==> src/rtl/park_pkg.sv <==
// park_pkg: shared state type and default sizing for the parking gate controller.
package park_pkg;
  typedef enum logic [2:0] {IDLE, READY, GATE_IN, GATE_OUT, CLOSED} park_state_t;
  localparam int PARK_CAPACITY = 3;
  localparam int PARK_HOURS = 8;
  localparam int PARK_GATE_CYCLES = 4;
  localparam int HOUR_W = 3;
endpackage

==> src/rtl/park_arbiter.sv <==
// park_arbiter: one-hot entry/exit grant; round-robin when PARK_RR_ARB_EN is defined, else exit priority.
module park_arbiter (
`ifdef PARK_RR_ARB_EN
  input  logic clk,
  input  logic reset,
  input  logic take,
`endif
  input  logic req_in,
  input  logic req_out,
  output logic gnt_in,
  output logic gnt_out
);
`ifdef PARK_RR_ARB_EN
  logic last_in;
  always_ff @(posedge clk or negedge reset)
    if (!reset) last_in <= 1'b0;
    else if (take) last_in <= gnt_in;
  assign gnt_in = req_in && (!req_out || !last_in);
`else
  assign gnt_in = req_in && !req_out;
`endif
  assign gnt_out = req_out && !gnt_in;
endmodule

==> src/rtl/parking_gate_ctrl.sv <==
// parking_gate_ctrl: sequences gate grants, gate-open timing and the business-day hour count.
// Optional round-robin contention arbitration is enabled by defining PARK_RR_ARB_EN.
module parking_gate_ctrl import park_pkg::*; #(
  parameter int CAPACITY = PARK_CAPACITY,
  parameter int GATE_CYCLES = PARK_GATE_CYCLES,
  parameter int HOURS = PARK_HOURS
) (
  input  logic              clk,
  input  logic              reset,
  input  logic              start,
  input  logic              hour_tick,
  input  logic              car_in_req,
  input  logic              car_out_req,
  input  logic [1:0]        num,
  output logic              enter,
  output logic              exit,
  output logic              gate_in_open,
  output logic              gate_out_open,
  output logic [HOUR_W-1:0] hours,
  output logic              full,
  output logic              day_over,
  output logic              busy
);
  localparam int CW = $clog2(GATE_CYCLES + 1);
  park_state_t state, state_d;
  logic [CW-1:0] cnt, cnt_d;
  logic [HOUR_W-1:0] hours_d;
  logic day_over_d, gnt_in, gnt_out, ready, tick, last_hour;
  assign full = num == 2'(CAPACITY);
  assign ready = state == READY;
  assign tick = hour_tick && (ready || state == GATE_IN || state == GATE_OUT);
  assign last_hour = hours == HOUR_W'(HOURS - 1);
  park_arbiter u_arb (
`ifdef PARK_RR_ARB_EN
    .clk(clk),
    .reset(reset),
    .take(gnt_in || gnt_out),
`endif
    .req_in(ready && car_in_req && num < 2'(CAPACITY)),
    .req_out(ready && car_out_req && num != 2'd0),
    .gnt_in(gnt_in),
    .gnt_out(gnt_out)
  );
  always_comb begin
    state_d = state;
    cnt_d = cnt;
    hours_d = tick && !last_hour ? hours + 1'b1 : hours;
    day_over_d = day_over || (tick && last_hour);
    case (state)
      IDLE: if (start) begin
        state_d = READY;
        hours_d = '0;
      end
      READY: if (gnt_in || gnt_out) begin
        state_d = gnt_in ? GATE_IN : GATE_OUT;
        cnt_d = CW'(GATE_CYCLES - 1);
      end else if (day_over_d) state_d = CLOSED;
      GATE_IN, GATE_OUT: if (cnt == '0) state_d = day_over_d ? CLOSED : READY;
      else cnt_d = cnt - 1'b1;
      CLOSED: if (start) begin
        state_d = READY;
        hours_d = '0;
        day_over_d = 1'b0;
      end
      default: state_d = IDLE;
    endcase
  end
  // Gate outputs are registered copies of the next state, so they rise with the grant edge.
  always_ff @(posedge clk or negedge reset)
    if (!reset) begin
      state <= IDLE;
      cnt <= '0;
      hours <= '0;
      day_over <= 1'b0;
      enter <= 1'b0;
      exit <= 1'b0;
      gate_in_open <= 1'b0;
      gate_out_open <= 1'b0;
      busy <= 1'b0;
    end else begin
      state <= state_d;
      cnt <= cnt_d;
      hours <= hours_d;
      day_over <= day_over_d;
      enter <= gnt_in;
      exit <= gnt_out;
      gate_in_open <= state_d == GATE_IN;
      gate_out_open <= state_d == GATE_OUT;
      busy <= state_d == GATE_IN || state_d == GATE_OUT;
    end
endmodule

==> config.mk <==
export PLATFORM = sky130hd
export DESIGN_NAME = parking_gate_ctrl
export DESIGN_NICKNAME = d
export VERILOG_FILES = /design/src/rtl/park_pkg.sv /design/src/rtl/park_arbiter.sv /design/src/rtl/parking_gate_ctrl.sv
export SDC_FILE = /design/constraint.sdc
export NUM_CORES = 1
export LEC_CHECK = 0
export ABC_AREA = 1
export BUFFER_PORTS_ARGS = -buffer_cell sky130_fd_sc_hd__buf_2
export CAP_MARGIN = 20
export CORE_UTILIZATION = 46
export CTS_CLUSTER_SIZE = 14
export DETAILED_ROUTE_END_ITERATION = 12
export PLACE_DENSITY = 0.8
export SYNTH_ARGS = -nofsm -noshare
export SYNTH_HDL_FRONTEND = slang
export SYNTH_HIERARCHICAL = 1
export SYNTH_SLANG_ARGS = --single-unit
==> constraint.sdc <==
create_clock -name clk -period 1.5 [get_ports clk]
set_input_delay 0.075 -clock clk [delete_from_list [all_inputs] [get_ports clk]]
set_output_delay 0.075 -clock clk [all_outputs]
set_load 0.05 [all_outputs]
* Word-level counts from Yosys, hierarchy flattened *
Cells that the tools add are included.

word-level totals
  register bits after elaboration = 15
  bits of input ports = 8
  output and inout port bits = 10
  word-level logic and storage cells = 61

operators by class
  add/sub/neg operators = 2
  order comparisons = 1
  equal/unequal tests = 10
  mux-type cells = 15
  reductions and logical operators = 24

operators by type and width
  cell                                                                     number
  3-bit two-way mux                                                        10
  3-bit by 2-bit equality test with 1-bit output, second input constant    4
  1-bit logical AND                                                        9
  3-bit one-hot mux with 3 select lines                                    1
  3-bit equality test, second input constant                               2
  3-bit zero test                                                          2
  3-bit one-hot mux with 2 select lines                                    1
  1-bit logical OR                                                         5
  2-bit nonzero test                                                       2
  2-bit OR reduction                                                       2
  3-bit by 1-bit adder with 3-bit output, second input constant            1
  3-bit by 1-bit equality test with 1-bit output, second input constant    1
  1-bit zero test                                                          3
  1-bit two-way mux                                                        3
  3-bit AND reduction                                                      1
  3-bit by 1-bit subtractor with 3-bit output, second input constant       1
  2-bit equality test, second input constant                               1
  2-bit less-than comparator, second input constant                        1
  2-bit by 1-bit inequality test with 1-bit output, second input constant  1
  2-bit inequality test, second input constant                             1

* Depth between registers and ports, before layout *
Gate-level depths: netlist (run 1).

  depth in word-level cells = 12
  gate-level depth with buffers = 12
  gate-level depth less buffers = 12

* Cells and area by module *
Netlist (run 1), hierarchy kept.

by module, submodules not included
  module             instances  cells each  area an instance (um^2)  seq. area each (um^2)
  parking_gate_ctrl  1          86          779.5                    375.4
  park_arbiter       1          3           11.3                     0.0

* Worst setup path before layout (run 1) *
Ideal clock, no wire load.

  kind = register to register
  start = register hours[0]
  end = register gate_in_open
  library setup time = 69 ps
  arrival time = 1503 ps
  required time = 1431 ps
  path slack = -72 ps
  stages on the path, launching flop included = 9
  path buffers = 0
  period minus slack after synthesis = 1572 ps
  cells stage by stage = dfrtp_1 -> ha_1 -> ha_1 -> nand4_2 -> nand3_1 -> nand2_1 -> nand2_2 -> nand2_2 -> nor2_2

between the ends
  cells in the longest elaborated chain, start to end = 7
  elaborated cells between the ends (all ways) = 9
  those cells by class = 2 x eq/ne; 5 x mux; 2 x reduce/logical

RTL lines
  element                                             RTL line                                          source
  from (decl)                                         parking_gate_ctrl.sv:19                           output logic [HOUR_W-1:0] hours,
  from (signal assigned)                              parking_gate_ctrl.sv:83                           hours <= hours_d;
  3-bit equality test (*)                             parking_gate_ctrl.sv:32                           assign last_hour = hours == HOUR_W'(HOURS - 1);
  1-bit logical AND (*)                               parking_gate_ctrl.sv:48                           day_over_d = day_over || (tick && last_hour);
  1-bit logical OR (*)                                parking_gate_ctrl.sv:48
  3-bit two-way mux, on equally long branches         parking_gate_ctrl.sv:58, parking_gate_ctrl.sv:57
  3-bit two-way mux, on equally long branches         parking_gate_ctrl.sv:58, parking_gate_ctrl.sv:54
  3-bit one-hot mux with 3 select lines (*)           parking_gate_ctrl.sv:49                           case (state)
  via state_d[0]                                      parking_gate_ctrl.sv:25                           park_state_t state, state_d;
  3-bit by 2-bit equality test with 1-bit output (*)  parking_gate_ctrl.sv:87                           gate_in_open <= state_d == GATE_IN;
  to (signal assigned)                                parking_gate_ctrl.sv:77                           gate_in_open <= 1'b0;
  to (signal assigned)                                parking_gate_ctrl.sv:87
  to (decl)                                           parking_gate_ctrl.sv:17                           output logic gate_in_open,

Mark *: on every way through the listed nets, which the timed path passes. The rest lies on a longest branch.
A chain may end at the register's enable or synchronous reset.

* Worst setup path after layout (run 1) *
  start = register state[2]
  end = register cnt[2]

between the ends
  cells in the longest elaborated chain, start to end = 10
  elaborated cells between the ends (all ways) = 18
  those cells by class = 5 x eq/ne; 1 x mux; 12 x reduce/logical

RTL lines
  element                                                                RTL line                 source
  from (decl)                                                            parking_gate_ctrl.sv:25
  from (signal assigned)                                                 parking_gate_ctrl.sv:81  state <= state_d;
  3-bit by 1-bit equality test with 1-bit output (*)                     parking_gate_ctrl.sv:30  assign ready = state == READY;
  1-bit logical AND (2 in a row)                                         parking_gate_ctrl.sv:40  .req_out(ready && car_out_req && num != 2'd0),
  1-bit zero test                                                        park_arbiter.sv:20       assign gnt_in = req_in && !req_out;
  1-bit logical AND (*)                                                  park_arbiter.sv:20
  via gnt_in                                                             parking_gate_ctrl.sv:28  logic day_over_d, gnt_in, gnt_out, ready, tick, last_hour;
  1-bit zero test                                                        park_arbiter.sv:22       assign gnt_out = req_out && !gnt_in;
  1-bit logical AND                                                      park_arbiter.sv:22
  1-bit logical OR (*)                                                   parking_gate_ctrl.sv:54  READY: if (gnt_in || gnt_out) begin
  2-bit by 1-bit inequality test with 1-bit output (no source line) (*)  -
  3-bit AND reduction (no source line) (*)                               -
  to (signal assigned)                                                   parking_gate_ctrl.sv:82  cnt <= cnt_d;
  to (decl)                                                              parking_gate_ctrl.sv:26  logic [CW-1:0] cnt, cnt_d;

Marked as above.

==> summary.txt, run 1 <==
Outcome
  – Status: finished with violations
  – Failing checks: negative setup slack

STA
  – Worst Max-Slew Pin Slew: approximately 0.35 ns
  – Fin Clk Skew: between 0.002 and 0.003 ns
  – Final WS setup: -0.02987 ns
  – TNS Setup: -0.06686 ns
  – Unrepaired setup endpoints after global routing: true
  – Minimum hold slack: 0.1002 ns
  – Final critical-path required period: about 1.5 ns
  – Slew headroom: 76.88%
  – Final Slew Violations: 0
  – Final hold vios: 0
  – Fin crit share: 102.0%
  – Highest Clock Rate: 653.7 MHz
  – Endpoints failing setup: 3

Pwr
  – P_sw: 1.152 mW
  – Leakage power: between 0.6 and 0.7 nW
  – Pwr Density: about 2200 nW/um^2
  – Switch share: between 40% and 50%
  – Power Total: between 2 and 2.5 mW
  – Clock group share of total power: around a tenth
  – Combinational Power Share: roughly three fifths
  – VDD IR max: around 1.2 mV
  – Sequential share of power: around 28%
  – Int Pwr: 1.198 mW

Critical path
  – Critical Setup Path Class: reg -> reg
  – Critical path arrival: approximately 1.7 ns
  – Crit path largest cell delay: approximately 0.40 ns
  – Data required, critical path: 1.69 ns
  – Worst Setup SP: state[2]
  – Worst Setup End Kind: flip-flop
  – Worst r2r src: state[2]
  – Worst-path cell chain: inv_2, nand3_4, nor2_2, inv_1, nor2_2, or2_1, nand4_1, nand2_4, nand3_2, nand2_1, nor2_1
  – CP dominant cell by count: nor2_2
  – Worst-path maximum fanout: 5
  – Critical-path top delay cell: dfrtp_1
  – Critical path launch point type: flip-flop

Finish
  – Inserted Diodes: 0
  – End-of-flow core utilization: 69.10%
  – Area Overhead vs Synth: 36.23%
  – Final Cell Area: ~1100 sq um
  – Post-route insts no fill: 141
  – Layout cells sized above 1: 50.40%
  – Final nets: about 140

Die
  – Die area: 1889 sq um
  – Die height: 43.46 um
  – Std cell rows: 14
  – Initial cell density of the core: between 50% and 60%
  – Ports: 18
  – DIE WIDTH: 43.46 um
  – CORE AREA: between 1500 and 2000 sq um

Drt
  – Post-route DRC: 0
  – Initial DRC count: 21
  – Via count: 735
  – TritonRoute pass-1 iters: 4
  – Vias per cell: around 5.2
  – Final ANT Viol Nets: 0
  – Drt total wl: ~1800 um
  – Drt wl/cell: ~12 um

GRT
  – Grt met3 use: roughly 3.8%
  – First-pass GRT wire length: 2884 um
  – Largest net degree at the start of global routing: 16
  – Vias in the first global route: a little over 700
  – Total gr overflow: 0
  – Global route hottest layer: met2
  – Gr usage total: a little over a fifth
  – Met2 usage: a little over a third
  – Initial antenna violation count: 0
  – Met1 Use GR: 25.74%

Logic synthesis
  – Post-synthesis register bit count: 15
  – Synth Warn #: 6
  – Cell Area, Synth: about 790 sq um
  – Most common cell in the netlist: dfrtp_1
  – Number of synthesized flops with an enable pin: 0
  – Register area share after synthesis: between 40% and 50%
  – Commonest cells post-synth: dfrtp_1 (15), inv_1 (12), nor2_1 (12)
  – Synth area leader: dfrtp_1
  – Post-Synthesis Cells: a little under 90
  – Synth async-reset ratio: 100.0%
  – Ys flop type: dfrtp_1
  – Syn_area_per_cell: ~8.9 sq um
  – Synth area leaders: dfrtp_1 (47%), ha_1 (6.3%), inv_1 (5.7%)
  – Cell variety after synth: 23
  – Top cell type's share of synthesized area: between 40% and 50%
  – Syn Nets: around 100

Clock tree
  – Root Driver: clkbuf_4
  – Cts bufs inserted: 3
  – H-tree depth: 1
  – TritonCTS clock tree: built
  – Clk buf depth: 2
  – Sink Count: 15
  – Clock Latency Late Sink: roughly 0.29 ns
  – Clock transition at path regs: approximately 0.09 ns

Hold path
  – Worst hold start: start
  – Worst Hold Class: in -> reg

Placed design
  – Placed Cells incl. Taps: approximately 130
  – Placed Area: just under 1000 sq um
  – Port bufs: 17
  – HPWL Detailed: about 1300 um
  – Worst slack at placement: -0.06559 ns
  – GP Congestion: approximately 0.8

Job
  – Max Cap Viol: 0
## area by class of cell
cell class / instances / area, sq um
clock buffers: 4 / 26.28
repair buffers: 33 / 207.7
flip-flops and latches: 15 / 377.9
well taps: 16 / 20.02
inverters: 17 / 63.81
fillers: 124 / 481.7
multi-input cells: 56 / 381.6
## critical path: cells and delay by family (launching register included)
kind                   cells  cell delay [ns]
DFF                        1             0.40
and+or+nand+nor            9             0.87
buffers and inverters      2             0.16
## cells in the final DEF (no fill, tap or decap), types with 4 or more instances in the layout
cell,count
buf_2,17
buf_4,15
dfrtp_1,13
inv_1,12
nor2_1,9
nand2_1,9
inv_2,5
nor2_2,5
nand2_2,4
ha_1,4
## registers in the layout, indices dropped and copies added, names as in the netlist
name	cells
cnt	3
hours	3
state	3
busy	1
day_over	1
enter	1
exit	1
gate_in_open	1
gate_out_open	1
## repair_timing
item,CTS,global route
pin swaps,2,0
setup endpoints to repair,7,8
hold endpoints to repair,15,0
cloned,0,0
buffers inserted,4,3
resized for setup,3,2
hold buffers,1,0
## layer usage
metal | vias to the layer above | routed length, um
met5 | - | 0
li1 | 353 | -
met3 | 5 | 77
met4 | 0 | 39
met2 | 23 | 882
met1 | 354 | 755
## logic make-up (layout without fill, tap and decap cells)
logic type	Yosys count	after routing	synth area share (%)
fa+ha+maj	4	4	6.329
compound gates	10	10	8.384
buf+inv	18	54	8.544
xor+xnor	1	1	1.108
flops	15	15	47.47
simple gates	41	41	28.16
## power groups by stage
stage	combinational (mW)	sequential [mW]	clock [mW]
6_report	1.45	0.659	0.236
3_3_place_gp	1.25	0.652	0
5_1_grt	1.57	0.673	0.257
3_5_place_dp	1.29	0.664	0
4_1_cts	1.39	0.659	0.238
2_1_floorplan	0.626	0.970	0
## worst paths after layout
path                            end  slack [ns]  cells after the start
setup / recovery             cnt[2]       -0.03                     11
hold / removal             state[2]        0.10                      3
setup reg to reg             cnt[2]       -0.03                     11
hold reg to reg            hours[0]        0.57                      2
max in group asynchronous  hours[1]        1.01                      2
min in group asynchronous      busy        0.22                      2
Power figures use the tool's default switching activity.
==> run 2: changes to the inputs <==
- GPL_TIMING_DRIVEN: unset -> 0
- RECOVER_POWER: unset -> 50
- SETUP_SLACK_MARGIN: unset -> 0.02
==> run 2 against run 1 <==
Net effect:
- critical path type unchanged
- sequential power about the same
- first-iteration DRC count decreased by 57%
- worst setup slack improved by 0.013 ns
- the flow still finishes with violations (negative setup slack)
==> summary.txt, run 2 (synthesized netlist as in run 1, its figures left out) <==
Drt
  – Via count: between 600 and 700
  – Initial DRC count: 9
  – Final ANT Viol Nets: 0
  – Vias per cell: roughly 5
  – Post-route DRC: 0
  – Drt wl/cell: 10.44 um
  – TritonRoute pass-1 iters: 4
  – Drt total wl: roughly 1400 um

Die
  – Initial cell density of the core: 50.72%
  – DIE WIDTH: between 40 and 50 um
  – Ports: 18
  – CORE AREA: 1559 sq um
  – Std cell rows: 14
  – Die area: around 1900 sq um
  – Die height: about 43 um

Pwr
  – Clock group share of total power: 10.4%
  – VDD IR max: 1.147 mV
  – Combinational Power Share: 59.4%
  – Switch share: roughly half
  – P_sw: ~1.1 mW
  – Sequential share of power: 30.2%
  – Int Pwr: between 1 and 1.5 mW
  – Pwr Density: between 2000 and 2500 nW/um^2
  – Leakage power: approximately 0.57 nW
  – Power Total: ~2.2 mW

Placed design
  – Placed Cells incl. Taps: ~120
  – HPWL Detailed: between 1000 and 1500 um
  – Port bufs: 17
  – Worst slack at placement: -0.2296 ns
  – Placed Area: a little over 900 sq um
  – GP Congestion: approximately 0.73

Clock tree
  – Root Driver: clkbuf_4
  – Sink Count: 15
  – Clock transition at path regs: ~0.090 ns
  – Clk buf depth: 2
  – Cts bufs inserted: 3
  – H-tree depth: 1
  – Clock Latency Late Sink: 0.27 ns
  – TritonCTS clock tree: built

Outcome
  – Failing checks: negative setup slack
  – Status: finished with violations

Finish
  – Inserted Diodes: 0
  – Layout cells sized above 1: between 40% and 50%
  – End-of-flow core utilization: 65.81%
  – Commonest non-fill, non-tap cells in the layout: buf_2 (14), dfrtp_1 (13), inv_1 (10)
  – Area Overhead vs Synth: 29.75%
  – Top flop regs: cnt: 3 flops, hours: 3 flops, state: 3 flops
  – Most common cell after layout, fill and taps aside: buf_2
  – Final Cell Area: roughly 1000 sq um
  – Post-route insts no fill: around 140
  – Final nets: 132

Critical path
  – Critical path arrival: ~1.7 ns
  – Critical path launch point type: flip-flop
  – Worst Setup End Kind: flip-flop
  – Worst-path maximum fanout: 5
  – Critical Setup Path Class: reg -> reg
  – Reg2reg setup slack: -0.02 ns
  – Data required, critical path: approximately 1.7 ns

STA
  – Minimum hold slack: 0.08495 ns
  – Final critical-path required period: roughly 1.5 ns
  – Unrepaired setup endpoints after global routing: true
  – Final Slew Violations: 0
  – Final hold vios: 0
  – Slew headroom: about half
  – Fin Clk Skew: roughly 0.0024 ns
  – Worst Max-Slew Pin Slew: approximately 0.77 ns
  – Final WS setup: -0.01649 ns
  – TNS Setup: -0.01649 ns
  – Highest Clock Rate: 659.4 MHz
  – Fin crit share: 101.1%
  – Endpoints failing setup: 1

GRT
  – Total gr overflow: 0
  – Vias in the first global route: 625
  – First-pass GRT wire length: 2442 um
  – Largest net degree at the start of global routing: 16
  – Initial antenna violation count: 0
  – Gr usage total: between 10% and 20%

Hold path
  – Worst Hold Class: in -> reg

Job
  – Max Cap Viol: 0
run 2: cell type report:
type                            count  area [sq um]
Fill cell                         139         533.0
Multi-Input combinational cell     56         381.6
Sequential cell                    15         377.9
Timing Repair Buffer               26         151.4
Inverter                           17         63.81
Clock buffer                        4         26.28
Tap cell                           16         20.02
Buffer                              1         5.005
run 2: path summary, 6_finish.rpt:
path / startpoint / depth (start not counted) / to
hold reg to reg: cnt[1] / 2 / cnt[1]
min in group asynchronous: reset / 2 / state[2]
setup reg to reg: state[2] / 11 / cnt[2]
max in group asynchronous: reset / 2 / hours[1]
hold / removal: start / 3 / state[2]
setup / recovery: state[2] / 11 / cnt[2]
run 2: timing repair:
action / CTS / global route
setup buffers: 8 / 0
pin swaps: 4 / 2
setup endpoints to repair: 8 / 8
hold endpoints to repair: 15 / 0
resized for setup: 2 / 5
hold buffers: 1 / 0
gates cloned: 0 / 0
run 2: power groups by stage:
stage | sequential (mW) | combinational (mW) | clock [mW]
2_1_floorplan | 0.970 | 0.626 | 0
3_3_place_gp | 0.667 | 1.11 | 0
3_5_place_dp | 0.671 | 1.15 | 0
4_1_cts | 0.651 | 1.29 | 0.235
5_1_grt | 0.674 | 1.41 | 0.250
6_report | 0.657 | 1.29 | 0.226
run 2: per-layer routing:
| metal | vias up | share of wire, % | wire length (um) | track usage, % |
|---|---|---|---|---|
| met1 | 303 | 44 | 616 | 19.95 |
| met2 | 12 | 53 | 751 | 32.73 |
| met3 | 2 | 2.3 | 33 | 2.500 |
| met4 | 0 | 0.64 | 9 | 5.625 |
| met5 | - | 0 | 0 | 0 |
| li1 | 339 | - | - | - |
run 2: critical path, stage by stage, from the launching register on:
cell and delay (ns):
dfrtp_1 0.41, inv_2 0.08, nand3_4 0.09, nor2_2 0.08
inv_1 0.05, nor2_2 0.10, or2_1 0.13, nand4_1 0.15
nand2_4 0.15, nand3_2 0.07, nand2_1 0.06, nor2_1 0.04
==> run 3: changes to the inputs <==
==> constraint.sdc (replaced) <==
create_clock -name clk -period 1.5 [get_ports clk]
set_input_delay 0.225 -clock clk [delete_from_list [all_inputs] [get_ports clk]]
set_output_delay 0.225 -clock clk [all_outputs]
set_load 0.05 [all_outputs]
==> run 3 against run 2 <==
Net effect:
- the flow still finishes with violations (negative setup slack)
- final area rose by 0.12%
- worst setup slack unchanged
- sequential share of layout area about the same
- global-route usage is the same
- register-to-register slack is essentially flat
- critical path depth did not move
- sequential cell count unchanged
- first-iteration DRC count stayed put
- combinational power about the same
- clock-buffer cell count stayed put
- die area did not move
- critical endpoint unchanged
- largest cell class unchanged
- largest power group unchanged
- highest routed layer unchanged
==> summary.txt, run 3 (synthesized netlist as in run 1, its figures left out) <==
Outcome
  – Status: finished with violations
  – Failing checks: negative setup slack

Die
  – Die height: about 43 um
  – Std cell rows: 14
  – CORE AREA: between 1500 and 2000 sq um
  – DIE WIDTH: roughly 43 um
  – Initial cell density of the core: about 51%
  – Die area: ~1900 sq um
  – Ports: 18

Clock tree
  – Root Driver: clkbuf_4
  – Sink Count: 15
  – Clock transition at path regs: roughly 0.090 ns
  – Clock Latency Late Sink: between 0.2 and 0.3 ns
  – TritonCTS clock tree: built
  – Clk buf depth: 2
  – H-tree depth: 1
  – Cts bufs inserted: 3

Hold path
  – Worst Hold Class: in -> reg
  – Worst hold start: start

STA
  – Worst Max-Slew Pin Slew: around 0.77 ns
  – Unrepaired setup endpoints after global routing: true
  – Final hold vios: 0
  – Final critical-path required period: between 1.5 and 2 ns
  – TNS Setup: -0.01649 ns
  – Highest Clock Rate: 659.4 MHz
  – Slew headroom: ~49%
  – Fin crit share: 101.1%
  – Endpoints failing setup: 1
  – Fin Clk Skew: about 0.0024 ns
  – Final Slew Violations: 0
  – Final WS setup: -0.01649 ns

Critical path
  – Reg2reg setup slack: -0.02 ns
  – Worst-path maximum fanout: 5
  – Crit path largest cell delay: 0.41 ns
  – CP dominant cell by count: nor2_2
  – Critical path arrival: ~1.7 ns
  – RR Endpoint: cnt[2]
  – End point of the critical path: cnt[2]
  – Worst Setup End Kind: flip-flop
  – Worst Setup SP: state[2]
  – Worst r2r src: state[2]
  – Critical path launch point type: flip-flop
  – Critical-path top delay cell: dfrtp_1
  – Worst-path cell chain: inv_2, nand3_4, nor2_2, inv_1, nor2_2, or2_1, nand4_1, nand2_4, nand3_2, nand2_1, nor2_1
  – Critical Setup Path Class: reg -> reg
  – Data required, critical path: roughly 1.7 ns
  – Reg2Reg Depth: 11

GRT
  – Gr usage total: between 10% and 20%
  – Largest net degree at the start of global routing: 16
  – Vias in the first global route: ~630
  – Initial antenna violation count: 0
  – Total gr overflow: 0
  – First-pass GRT wire length: roughly 2400 um

Drt
  – Vias per cell: around 4.9
  – TritonRoute pass-1 iters: 4
  – Initial DRC count: 9
  – Drt wl/cell: approximately 10 um
  – Post-route DRC: 0
  – Final ANT Viol Nets: 0
  – Via count: roughly 660
  – Drt total wl: 1408 um

Finish
  – Layout cells sized above 1: a little under half
  – Top flop regs: cnt: 3 flops, hours: 3 flops, state: 3 flops
  – Post-route insts no fill: ~140
  – Commonest non-fill, non-tap cells in the layout: buf_2 (15), dfrtp_1 (13), inv_1 (10)
  – Final nets: between 100 and 150
  – Most common cell after layout, fill and taps aside: buf_2
  – Multi-input gate area: about 380 sq um
  – Sequential Area: ~380 sq um
  – Area Overhead vs Synth: 29.91%
  – End-of-flow core utilization: between 60% and 70%
  – Fill cells: about 140
  – Inserted Diodes: 0

Placed design
  – HPWL Detailed: about 1100 um
  – Placed Cells incl. Taps: ~120
  – Port bufs: 17
  – GP Congestion: approximately 0.73

Job
  – Max Cap Viol: 0

Pwr
  – Leakage power: between 0.5 and 0.6 nW
  – Pwr Density: around 2100 nW/um^2
  – VDD IR max: 1.147 mV
==> run 3: report_power, final <==
group / switching, mW / leakage, nW / internal [mW]
logic: 0.863 / 0.364 / 0.432
registers: 0.0907 / 0.191 / 0.566
clock network: 0.123 / 0.0150 / 0.103
total: 1.08 / 0.570 / 1.10
==> run 3: what timing repair did <==
| item | 4_1_cts | 5_1_grt |
|---|---|---|
| resized for setup | 2 | 5 |
| pin swaps | 4 | 2 |
| hold buffers | 1 | 0 |
| setup buffers | 8 | 0 |
| endpoints found under the hold margin | 15 | 0 |
| cloned | 0 | 0 |
| endpoints found under the setup margin | 8 | 8 |
==> run 3: worst min path at each step <==
| stage | endpoint | slack (ns) | cells past startpoint |
|---|---|---|---|
| floorplan | busy | -0.07 | 0 |
| global placement | day_over | 0.14 | 1 |
| detailed placement | busy | 0.15 | 1 |
| CTS | state[2] | 0.23 | 3 |
| global route | state[2] | 0.25 | 3 |
| finish | state[2] | 0.23 | 3 |
==> run 3: through the flow <==
stage                     instance area, sq um  setup WS, ns  hold WS, ns  total power, mW
after floorplan                          812.0    -0.0005616     -0.07059            1.596
after global placement                   917.1       -0.1603       0.1428            1.775
after detailed placement                 917.1       -0.2296       0.1487            1.817
after CTS                                 1022      -0.02802       0.2254            2.178
after global routing                      1027       -0.1065       0.2526            2.338
final                                     1027      -0.01649       0.2350            2.177
==> run 3: metal layers <==
layer / vias up / global-route usage [%] / share of wire [%]
li1: 339 / - / -
met2: 12 / 32.73 / 53
met5: - / 0 / 0
met4: 0 / 5.625 / 0.64
met3: 2 / 2.500 / 2.3
met1: 303 / 19.95 / 44
==> run 3: layout make-up <==
class	instances	area share [%]
Sequential cell	15	36.78
Multi-Input combinational cell	56	37.15
Buffer	1	0.4872
Timing Repair Buffer	26	14.86
Clock buffer	4	2.558
Inverter	17	6.212
Tap cell	16	1.949
==> run 3: critical path: cells and delay by family (launching register included) <==
family                 cells  cell delay, ns
DFF                        1            0.41
and+or+nand+nor            9            0.87
buffers and inverters      2            0.13
